**src/rtl/warp_inst_fetch.sv**
```systemverilog
// Instruction-fetch stage for one warp: issues instruction-memory reads and queues returns in a 3-entry buffer.
// Optional macro IF_DROP_CNT_EN adds a saturating Drop_Cnt_IF counter of dropped returns.
module warp_inst_fetch #(
  parameter int DATA = 32,
  parameter int ADDR = 12
) (
  input  logic            clk,
  input  logic            rst_n,
  input  logic            GRT_RR_IF,
  input  logic [31:0]     PC_in_IF,
  input  logic            Flush_IF,
  output logic            Req_IF_IM,
  output logic [ADDR-1:0] Addr_IF_IM,
  input  logic [DATA-1:0] Inst_IM_IF,
  output logic            Valid_IF_ID,
  output logic [DATA-1:0] Inst_IF_ID,
  output logic [31:0]     PC_IF_ID,
  input  logic            Ack_ID_IF,
  output logic            valid_1_IF_PC,
  output logic            valid_2_IF_PC,
  output logic            valid_3_IF_PC,
  output logic            Drop_IF_PC,
`ifdef IF_DROP_CNT_EN
  output logic [15:0]     Drop_Cnt_IF,
`endif
  output logic [1:0]      fsmState
);

  // Decode handshake: the head entry transfers on a rising clk edge where
  // Valid_IF_ID & Ack_ID_IF; Ack_ID_IF is ignored while Valid_IF_ID is low.

  typedef enum logic [1:0] {
    IDLE   = 2'd0,
    BUSY   = 2'd1,
    SQUASH = 2'd2
  } state_t;

  state_t          state, stateNext;
  logic [1:0]      count, countNext;
  logic [DATA-1:0] instQ [3];
  logic [DATA-1:0] instNext [3];
  logic [31:0]     pcQ [3];
  logic [31:0]     pcNext [3];
  logic [31:0]     pendingPc;
  logic            issue, pop, pushReq, push, drop;
  logic [1:0]      tailIdx;

  always_comb begin
    issue     = GRT_RR_IF & ~Flush_IF;
    stateNext = issue ? BUSY : IDLE;
    if (Flush_IF && issue) stateNext = SQUASH;

    // Only a BUSY cycle carries returning data; a flush or reset discards it.
    pushReq = rst_n & (state == BUSY) & ~Flush_IF;
    pop     = Ack_ID_IF & (count != 2'd0);
    push    = pushReq & ((count != 2'd3) | pop);
    drop    = pushReq & (count == 2'd3) & ~pop;
    tailIdx = count - {1'b0, pop};

    for (int i = 0; i < 3; i++) begin
      instNext[i] = instQ[i];
      pcNext[i]   = pcQ[i];
    end
    if (pop) begin
      instNext[0] = instQ[1];
      instNext[1] = instQ[2];
      pcNext[0]   = pcQ[1];
      pcNext[1]   = pcQ[2];
    end
    for (int i = 0; i < 3; i++) begin
      if (push && tailIdx == i[1:0]) begin
        instNext[i] = Inst_IM_IF;
        pcNext[i]   = pendingPc;
      end
    end

    countNext = count - {1'b0, pop} + {1'b0, push};
    if (Flush_IF) countNext = 2'd0;
  end

  always_ff @(posedge clk) begin
    if (!rst_n) begin
      state     <= IDLE;
      count     <= 2'd0;
      pendingPc <= 32'd0;
      for (int i = 0; i < 3; i++) begin
        instQ[i] <= '0;
        pcQ[i]   <= 32'd0;
      end
    end else begin
      state <= stateNext;
      count <= countNext;
      if (issue) pendingPc <= PC_in_IF;
      for (int i = 0; i < 3; i++) begin
        instQ[i] <= instNext[i];
        pcQ[i]   <= pcNext[i];
      end
    end
  end

`ifdef IF_DROP_CNT_EN
  logic [15:0] dropCnt;
  always_ff @(posedge clk) begin
    if (!rst_n) dropCnt <= 16'd0;
    else if (drop && dropCnt != 16'hFFFF) dropCnt <= dropCnt + 16'd1;
  end
  assign Drop_Cnt_IF = dropCnt;
`endif

  assign Req_IF_IM     = issue;
  assign Addr_IF_IM    = PC_in_IF[ADDR+1:2];
  assign Valid_IF_ID   = (count != 2'd0);
  assign Inst_IF_ID    = instQ[0];
  assign PC_IF_ID      = pcQ[0];
  assign valid_1_IF_PC = (count != 2'd0);
  assign valid_2_IF_PC = (count >= 2'd2);
  assign valid_3_IF_PC = (count == 2'd3);
  assign Drop_IF_PC    = drop;
  assign fsmState      = state;

endmodule

```
**config.mk**
```make
export PLATFORM = sky130hd
export DESIGN_NAME = warp_inst_fetch
export DESIGN_NICKNAME = d
export VERILOG_FILES = /design/src/rtl/warp_inst_fetch.sv
export SDC_FILE = /design/constraint.sdc
export NUM_CORES = 1
export LEC_CHECK = 0
export BUFFER_PORTS_ARGS = -buffer_cell sky130_fd_sc_hd__buf_2
export CELL_PAD_IN_SITES_DETAIL_PLACEMENT = 1
export CELL_PAD_IN_SITES_GLOBAL_PLACEMENT = 1
export CORE_UTILIZATION = 35
export DETAILED_ROUTE_END_ITERATION = 8
export PLACE_DENSITY = 0.72
export SLEW_MARGIN = 30
export SYNTH_ARGS = -nofsm -noshare
export SYNTH_HDL_FRONTEND = slang
export SYNTH_SLANG_ARGS = --single-unit
```
**constraint.sdc**
```tcl
create_clock -name clk -period 3.3 [get_ports clk]
set_clock_uncertainty 0.1 [all_clocks]
set_input_delay 0.165 -clock clk [delete_from_list [all_inputs] [get_ports clk]]
set_output_delay 0.165 -clock clk [all_outputs]
set_load 0.02 [all_outputs]
```
; ---- Yosys cells after proc, flatten, opt, wreduce, memory -nomap -nowiden
; Memories as Yosys holds them, arrays and structs flattened.
; Cells that the tools add are included.
[classes]
eq_ne = 5
n_mux = 18
magnitude_cmp = 1
addsub = 2
bitwise_logic = 17
reduce_logical = 8
[ops]
columns = operator, n
row1 = 32-bit 2-to-1 mux, 12
row2 = 64-bit 2-to-1 mux, 2
row3 = 1-bit AND, 7
row4 = 1-bit OR, 7
row5 = "2-bit by 1-bit equality test with 1-bit output, second input constant", 2
row6 = "2-bit equality test, second input constant", 2
row7 = 1-bit logical AND, 4
row8 = 2-bit OR reduction, 2
row9 = 1-bit 2-to-1 mux, 3
row10 = 1-bit NOT, 3
row11 = 2-bit by 1-bit adder with 2-bit output, 1
row12 = "2-bit >= comparator, second input constant", 1
row13 = 2-bit zero test, 1
row14 = 2-bit 2-to-1 mux, 1
row15 = "2-bit inequality test, second input constant", 1
row16 = 2-bit nonzero test, 1
row17 = 2-bit by 1-bit subtractor with 2-bit output, 1
[totals]
word_cells = 57
mem_count = 2
ramBits = 192
in_bits = 69
register_bits = 36
[mem_list]
columns = name, depth, word_bits, rd, rd_ports_with_merged_regs, write_ports, line_no
row1 = instQ, 3, 32, 3, 0, 3, 40  ; logic [DATA-1:0] instQ [3];
row2 = pcQ, 3, 32, 3, 0, 3, 42  ; logic [31:0] pcQ [3];

; ---- Depth between registers and ports, before layout
; Gate-level depths: netlist of run 1.
[logic_depth]
word_depth = 7
mapped_depth = 11
ltp_nobuf = 8

; ---- Worst setup path after synthesis of run 1
; No wires, ideal clock.
[synth_path]
kind = register -> register
startpoint = register count[1]
endpoint = memory instQ[1][6], in the netlist instQ[0][38]
path_stages_with_launch = 12
period_less_slack_ns = 2.330
n_path_buf = 4
t_arrival_ns = 2.114
setup_slack_ns = 0.970
required_ns = 3.084
setup_ns = 0.116
path_cell_list = dfxtp_1 buf_2 o21ai_2 inv_1 clkbuf_1 ha_1 nand2_1 o21ba_2 or2_1 buf_2 buf_6 o211a_1
[synth_lines]
columns = element, line_no
row1 = "start, declared", 39  ; logic [1:0] count, countNext;
row2 = "start signal, assigned", 92  ; count <= countNext;
row3 = "end, declared", 40

==> results of run 1 <==
==> what timing repair did <==
| action | in CTS | in global routing |
|---|---|---|
| endpoints found under the hold margin | 131 | 0 |
| setup endpoints to repair | 0 | 0 |
| hold buffers | 67 | 0 |
==> cell type report <==
type,count,area [um^2]
sequential,228,4560
clock inverter,8,52.6
inverter,5,21.3
clock buffer,39,791
fill,3360,16200
tap,378,473
multi-input combinational,814,4420
timing repair buffer,237,1600
==> power by group <==
part	total [mW]	leakage [nW]	internal (mW)	switching [mW]
combinational	0.345	2.18	0.155	0.190
sequential	2.81	1.84	2.78	0.0284
clock	2.82	0.419	1.66	1.17
total	5.98	4.44	4.59	1.39
==> routing by layer <==
| layer | up-vias | routed length, um | track usage (%) |
|---|---|---|---|
| met4 | 0 | 591 | 4.58 |
| met2 | 167 | 14200 | 34.3 |
| met1 | 4414 | 14100 | 26.8 |
| met5 | - | 0 | 0 |
| met3 | 32 | 978 | 2.35 |
| li1 | 4388 | - | - |
==> worst max-delay path: stages, from the launching register on <==
cell and delay [ps]:
dfxtp_1 510, o21ai_4 110, inv_4 60, ha_1 220, nor2_1 70, o21ba_4 250
buf_12 490, nand2b_4 790, a31oi_1 200
==> worst min path at each step <==
stage	slack, ps	end	start
3_3_place_gp	300	fsmState[0]$_SDFF_PP0_	GRT_RR_IF
3_5_place_dp	310	fsmState[0]$_SDFF_PP0_	GRT_RR_IF
6_report	80	count[0]$_SDFF_PP0_	Ack_ID_IF
5_1_grt	120	count[0]$_SDFF_PP0_	Ack_ID_IF
4_1_cts	80	count[0]$_SDFF_PP0_	Ack_ID_IF
2_1_floorplan	190	fsmState[0]$_SDFF_PP0_	GRT_RR_IF
==> through the flow <==
stage / setup slack [ps] / util (%) / cells
2_1_floorplan: 970 / - / 1245
3_3_place_gp: 371 / 37.0 / 1595
3_5_place_dp: 241 / 37.1 / 1595
4_1_cts: 237 / 42.4 / 1709
5_1_grt: 74.7 / 42.4 / 1709
6_report: 279 / 42.4 / 1709
==> Yosys cell counts <==
library cell	count
mux2i_1	24
xnor2_1	2
buf_4	79
o21ai_2	1
and2_4	1
clkbuf_1	73
dfxtp_1	228
ha_1	2
o21a_1	1
or2_2	1
nor3b_1	1
and4bb_4	1
o211a_1	15
nor2b_1	2
conb_1	1
a21boi_0	32
or2_1	1
inv_1	5
o21ai_0	71
buf_6	4
a31oi_1	113
buf_2	38
nor2_1	1
and2_1	4
nand2_1	367
nand3_1	55
o31ai_1	113
o21ba_2	1
nand2b_1	4
buf_1	4
==> flip-flops by register name (all words and copies together), names as in the netlist <==
register and flops:
pcQ 96, fsmState 2, instQ 96, pendingPc 32
count 2
==> kinds of logic (layout without fill, tap and decap cells) <==
family / count (synthesis) / in the layout / synth area share [%]
flops: 228 / 228 / 45.3
buf+inv: 203 / 289 / 11.3
fa+ha+maj: 2 / 2 / 0.248
xor+xnor: 2 / 2 / 0.174
compound gates: 347 / 347 / 23.1
other cells: 1 / 1 / 0.0372
mux: 24 / 24 / 2.38
simple gates: 438 / 438 / 17.5
==> impl_metrics.tcl, run 1 <==
set metrics [dict create \
    viasPerCell 5.27 \
    dr.pass1.iters 5 \
    first_iter_violations 535 \
    min_period_ps 3020 \
    crit_type "reg2reg" \
    post-route-period-util_pct 91.6 \
    reg2reg_depth 8 \
    ff2ff_setup_slack_ps 280 \
    grt_pass1_wl_um 47800 \
    area_growth_pct 18.3 \
    seq_area_frac_synth_pct 45.3 \
    status "finished, final reports clean" \
    antenna_found_initial 0 \
    slew_viol_final 0 \
    holdPathStages 4 \
    timing.fmax_ghz 0.331 \
    grt_overflow 0 \
    final_common_cell "nand2_1" \
    finalWirelength_um 29800 \
    netlist_instances 1245 \
    globalRouteTotalUtil_pct 20.0 \
    r2r-end "instQ[0][3]$_SDFFE_PN0P_" \
    drive_above_1_share_pct 16.9 \
    finalInstanceArea_um2 11900 \
    placed_area_um2 10400 \
    crit_path_end_kind "register" \
    clockBufferDepth 3 \
    numPortBuffers 152 \
    leakagePower_nw 4.44 \
    htreeDepth 1 \
    post_drt_wl_per_cell_um 17.5 \
    grt_max_degree 169 \
    first_global_vias 8990 \
    post_cts_buffers 0 \
    clock_latency_ps 540 \
    gp_congestion 0.700 \
    hpwlAfterDp_um 16600 \
    power_density_nw_per_um2 502 \
    clkSlewWorstSetupHoldPaths_ps 60 \
    synth_warnings 0 \
    start_util_pct 35.9 \
    clock_sinks 228 \
    layout_common_cells "nand2_1, dfxtp_1, buf_2, o31ai_1, a31oi_1" \
    fin_setup_tns_ps 0 \
    max-slew-margin-rel_pct 42.4 \
    worst_ep_arrival_time_ps 3270 \
    start_kind "register" \
    whs_ps 82.4 \
    fp.dieW_um 172 \
    synth_area_leaders "dfxtp_1, nand2_1, o31ai_1" \
    p_total_mw 5.98 \
    dieHeight_um 172 \
    rsz0062_at_grt "no" \
    path_max_fanout 129 \
    setup_viol 0 \
    num_rows 61 \
    antenna_left 0 \
    crit_required_ps 3550 \
    ys_types 30 \
    ioPinCount 153 \
    hp-class "in2reg" \
    diodes 0 \
    numCtsBuffers 27 \
    cts_root_buf "clkbuf_16" \
    crit_end "instQ[0][3]$_SDFFE_PN0P_" \
    max_cap_viol_count 0 \
    cts_tree "done" \
    tightest_slew_ps 865 \
    core_area_um2 28100 \
    syn_nets 1316 \
    dieArea_um2 29500 \
    yosys_register_bits 228 \
    synth.avg_cell_area_um2 8.10 \
    yosysTopAreaCell "dfxtp_1" \
    nNetsFinal 1384 \
    yosysTopAreaCellShare_pct 45.3 \
    crit_path_start "count[1]$_SDFF_PP0_" \
    drc 0 \
    synth_area_um2 10100 \
    dr_total_vias 9001 \
    hold_viol_final 0 \
    peakVddDrop_uv 393 \
    rr_startpoint "count[1]$_SDFF_PP0_" \
    cts_resized 0 \
]
Power figures use the tool's default switching activity.
==> run 2: changes to the inputs <==
--- a/config.mk
+++ b/config.mk
@@ -10,7 +10,7 @@
 export CELL_PAD_IN_SITES_GLOBAL_PLACEMENT = 1
 export CORE_UTILIZATION = 35
 export DETAILED_ROUTE_END_ITERATION = 8
-export PLACE_DENSITY = 0.72
+export PLACE_DENSITY_LB_ADDON = 0.1
 export SLEW_MARGIN = 30
 export SYNTH_ARGS = -nofsm -noshare
 export SYNTH_HDL_FRONTEND = slang
==> constraint.sdc (replaced) <==
create_clock -name clk -period 2.7 [get_ports clk]
set_clock_uncertainty 0.1 [all_clocks]
set_input_delay 0.135 -clock clk [delete_from_list [all_inputs] [get_ports clk]]
set_output_delay 0.135 -clock clk [all_outputs]
set_load 0.02 [all_outputs]
==> impl_metrics.tcl, run 2 (synthesized netlist as in run 1, its figures left out) <==
set metrics [dict create \
    p_total_mw 7.37 \
    first_iter_violations 551 \
    numPortBuffers 152 \
    peakVddDrop_uv 349 \
    max_stage_delay_ps 520 \
    globalRouteTotalUtil_pct 20.9 \
    grt_overflow 0 \
    grt_use_met1_pct 27.0 \
    cts_root_buf "clkbuf_16" \
    post_drt_wl_per_cell_um 17.8 \
    final_common_cell "nand2_1" \
    layout_common_cells "nand2_1, dfxtp_1, buf_2, o31ai_1, a31oi_1" \
    clock_latency_ps 530 \
    max_cap_viol_count 0 \
    setup_viol 0 \
    post_cts_buffers 0 \
    setup_slack_ps 304 \
    path_depth 8 \
    fin_cells 1717 \
    num_rows 61 \
    start_kind "register" \
    dieArea_um2 29500 \
    use_met3_pct 2.46 \
    drive_above_1_share_pct 16.8 \
    power_density_nw_per_um2 611 \
    post-route-period-util_pct 88.7 \
    first_global_vias 9267 \
    tightest_slew_ps 709 \
    leakagePower_nw 4.50 \
    clockBufferDepth 3 \
    worst_ep_arrival_time_ps 2660 \
    gp_congestion 0.697 \
    htreeDepth 1 \
    holdPathStages 4 \
    worst_path_max_delay_cell "buf_4" \
    path_max_fanout 48 \
    drc 0 \
    grt.busiest_layer "met2" \
    fp.dieW_um 172 \
    finalWirelength_um 30600 \
    nNetsFinal 1389 \
    max-slew-margin-rel_pct 52.7 \
    whs_ps 62.3 \
    reg2reg_depth 8 \
    viasPerCell 5.24 \
    fin_setup_tns_ps 0 \
    antenna_found_initial 1 \
    dr.pass1.iters 4 \
    grt.met2_usage_pct 36.7 \
    cts_hold_buffers 68 \
    cts_resized 0 \
    dieHeight_um 172 \
    cts_tree "done" \
    ff2ff_setup_slack_ps 300 \
    reg_top3 "instQ (96), pcQ (96), pendingPc (32)" \
    numCtsBuffers 26 \
    min_period_ps 2400 \
    cp_cell_sequence "o21ai_4 -> inv_4 -> ha_1 -> nor2_1 -> o21ba_4 -> nand2b_2 -> buf_4 -> a31oi_1" \
    crit_required_ps 2960 \
    dr_total_vias 9002 \
    hpwlAfterDp_um 16300 \
    final_core_util_pct 42.9 \
    dp_cells 1599 \
    placed_area_um2 10500 \
    hp-class "in2reg" \
    crit_type "reg2reg" \
    core_area_um2 28100 \
    ioPinCount 153 \
    place_ws_ps 301 \
    area_growth_pct 19.7 \
    crit_path_end_kind "register" \
    crit_family "compound AO/OA/AOI/OAI gates" \
    start_util_pct 35.9 \
    finalInstanceArea_um2 12100 \
    slew_viol_final 0 \
    clock_sinks 228 \
    antenna_left 0 \
    cp_num_buf_inv 2 \
    grt_max_degree 234 \
    rsz0062_at_grt "no" \
    clkSlewWorstSetupHoldPaths_ps 60 \
    hold_viol_final 0 \
    timing.fmax_ghz 0.417 \
    grt_pass1_wl_um 49600 \
    status "finished, final reports clean" \
]
==> run 2: layer usage <==
layer	vias up	wire length, um
met1	4386	14300
li1	4404	-
met2	170	14700
met5	-	0
met4	0	584
met3	42	947
==> run 2: worst min-delay path, delay by kind of cell <==
family,cells,cell delay [ps]
buffers and inverters,1,140
and+or+nand+nor,1,100
adders and majority gates,1,130
AOI/OAI and AO/OA,1,150
==> run 2: worst paths after layout <==
path | from | end
setup / recovery | count[0]$_SDFF_PP0_ | pcQ[0][16]$_SDFFE_PN0P_
hold / removal | Ack_ID_IF | count[0]$_SDFF_PP0_
setup reg to reg | count[0]$_SDFF_PP0_ | pcQ[0][16]$_SDFFE_PN0P_
hold reg to reg | pcQ[0][86]$_SDFFE_PN0P_ | pcQ[0][86]$_SDFFE_PN0P_
==> run 2: final cells by class <==
class                   instances  area (um^2)
diodes                          1         2.50
flip-flops and latches        228         4560
clock inverters                 4         45.0
repair buffers                243         1740
well taps                     378          473
multi-input cells             814         4410
clock buffers                  44          800
inverters                       5         21.3
fillers                      3387        16000
==> run 2: where the power goes <==
part           leakage (nW)  switching, mW  internal [mW]
logic                  2.25          0.234          0.194
registers              1.84         0.0334           3.40
clock network         0.415           1.41           2.10
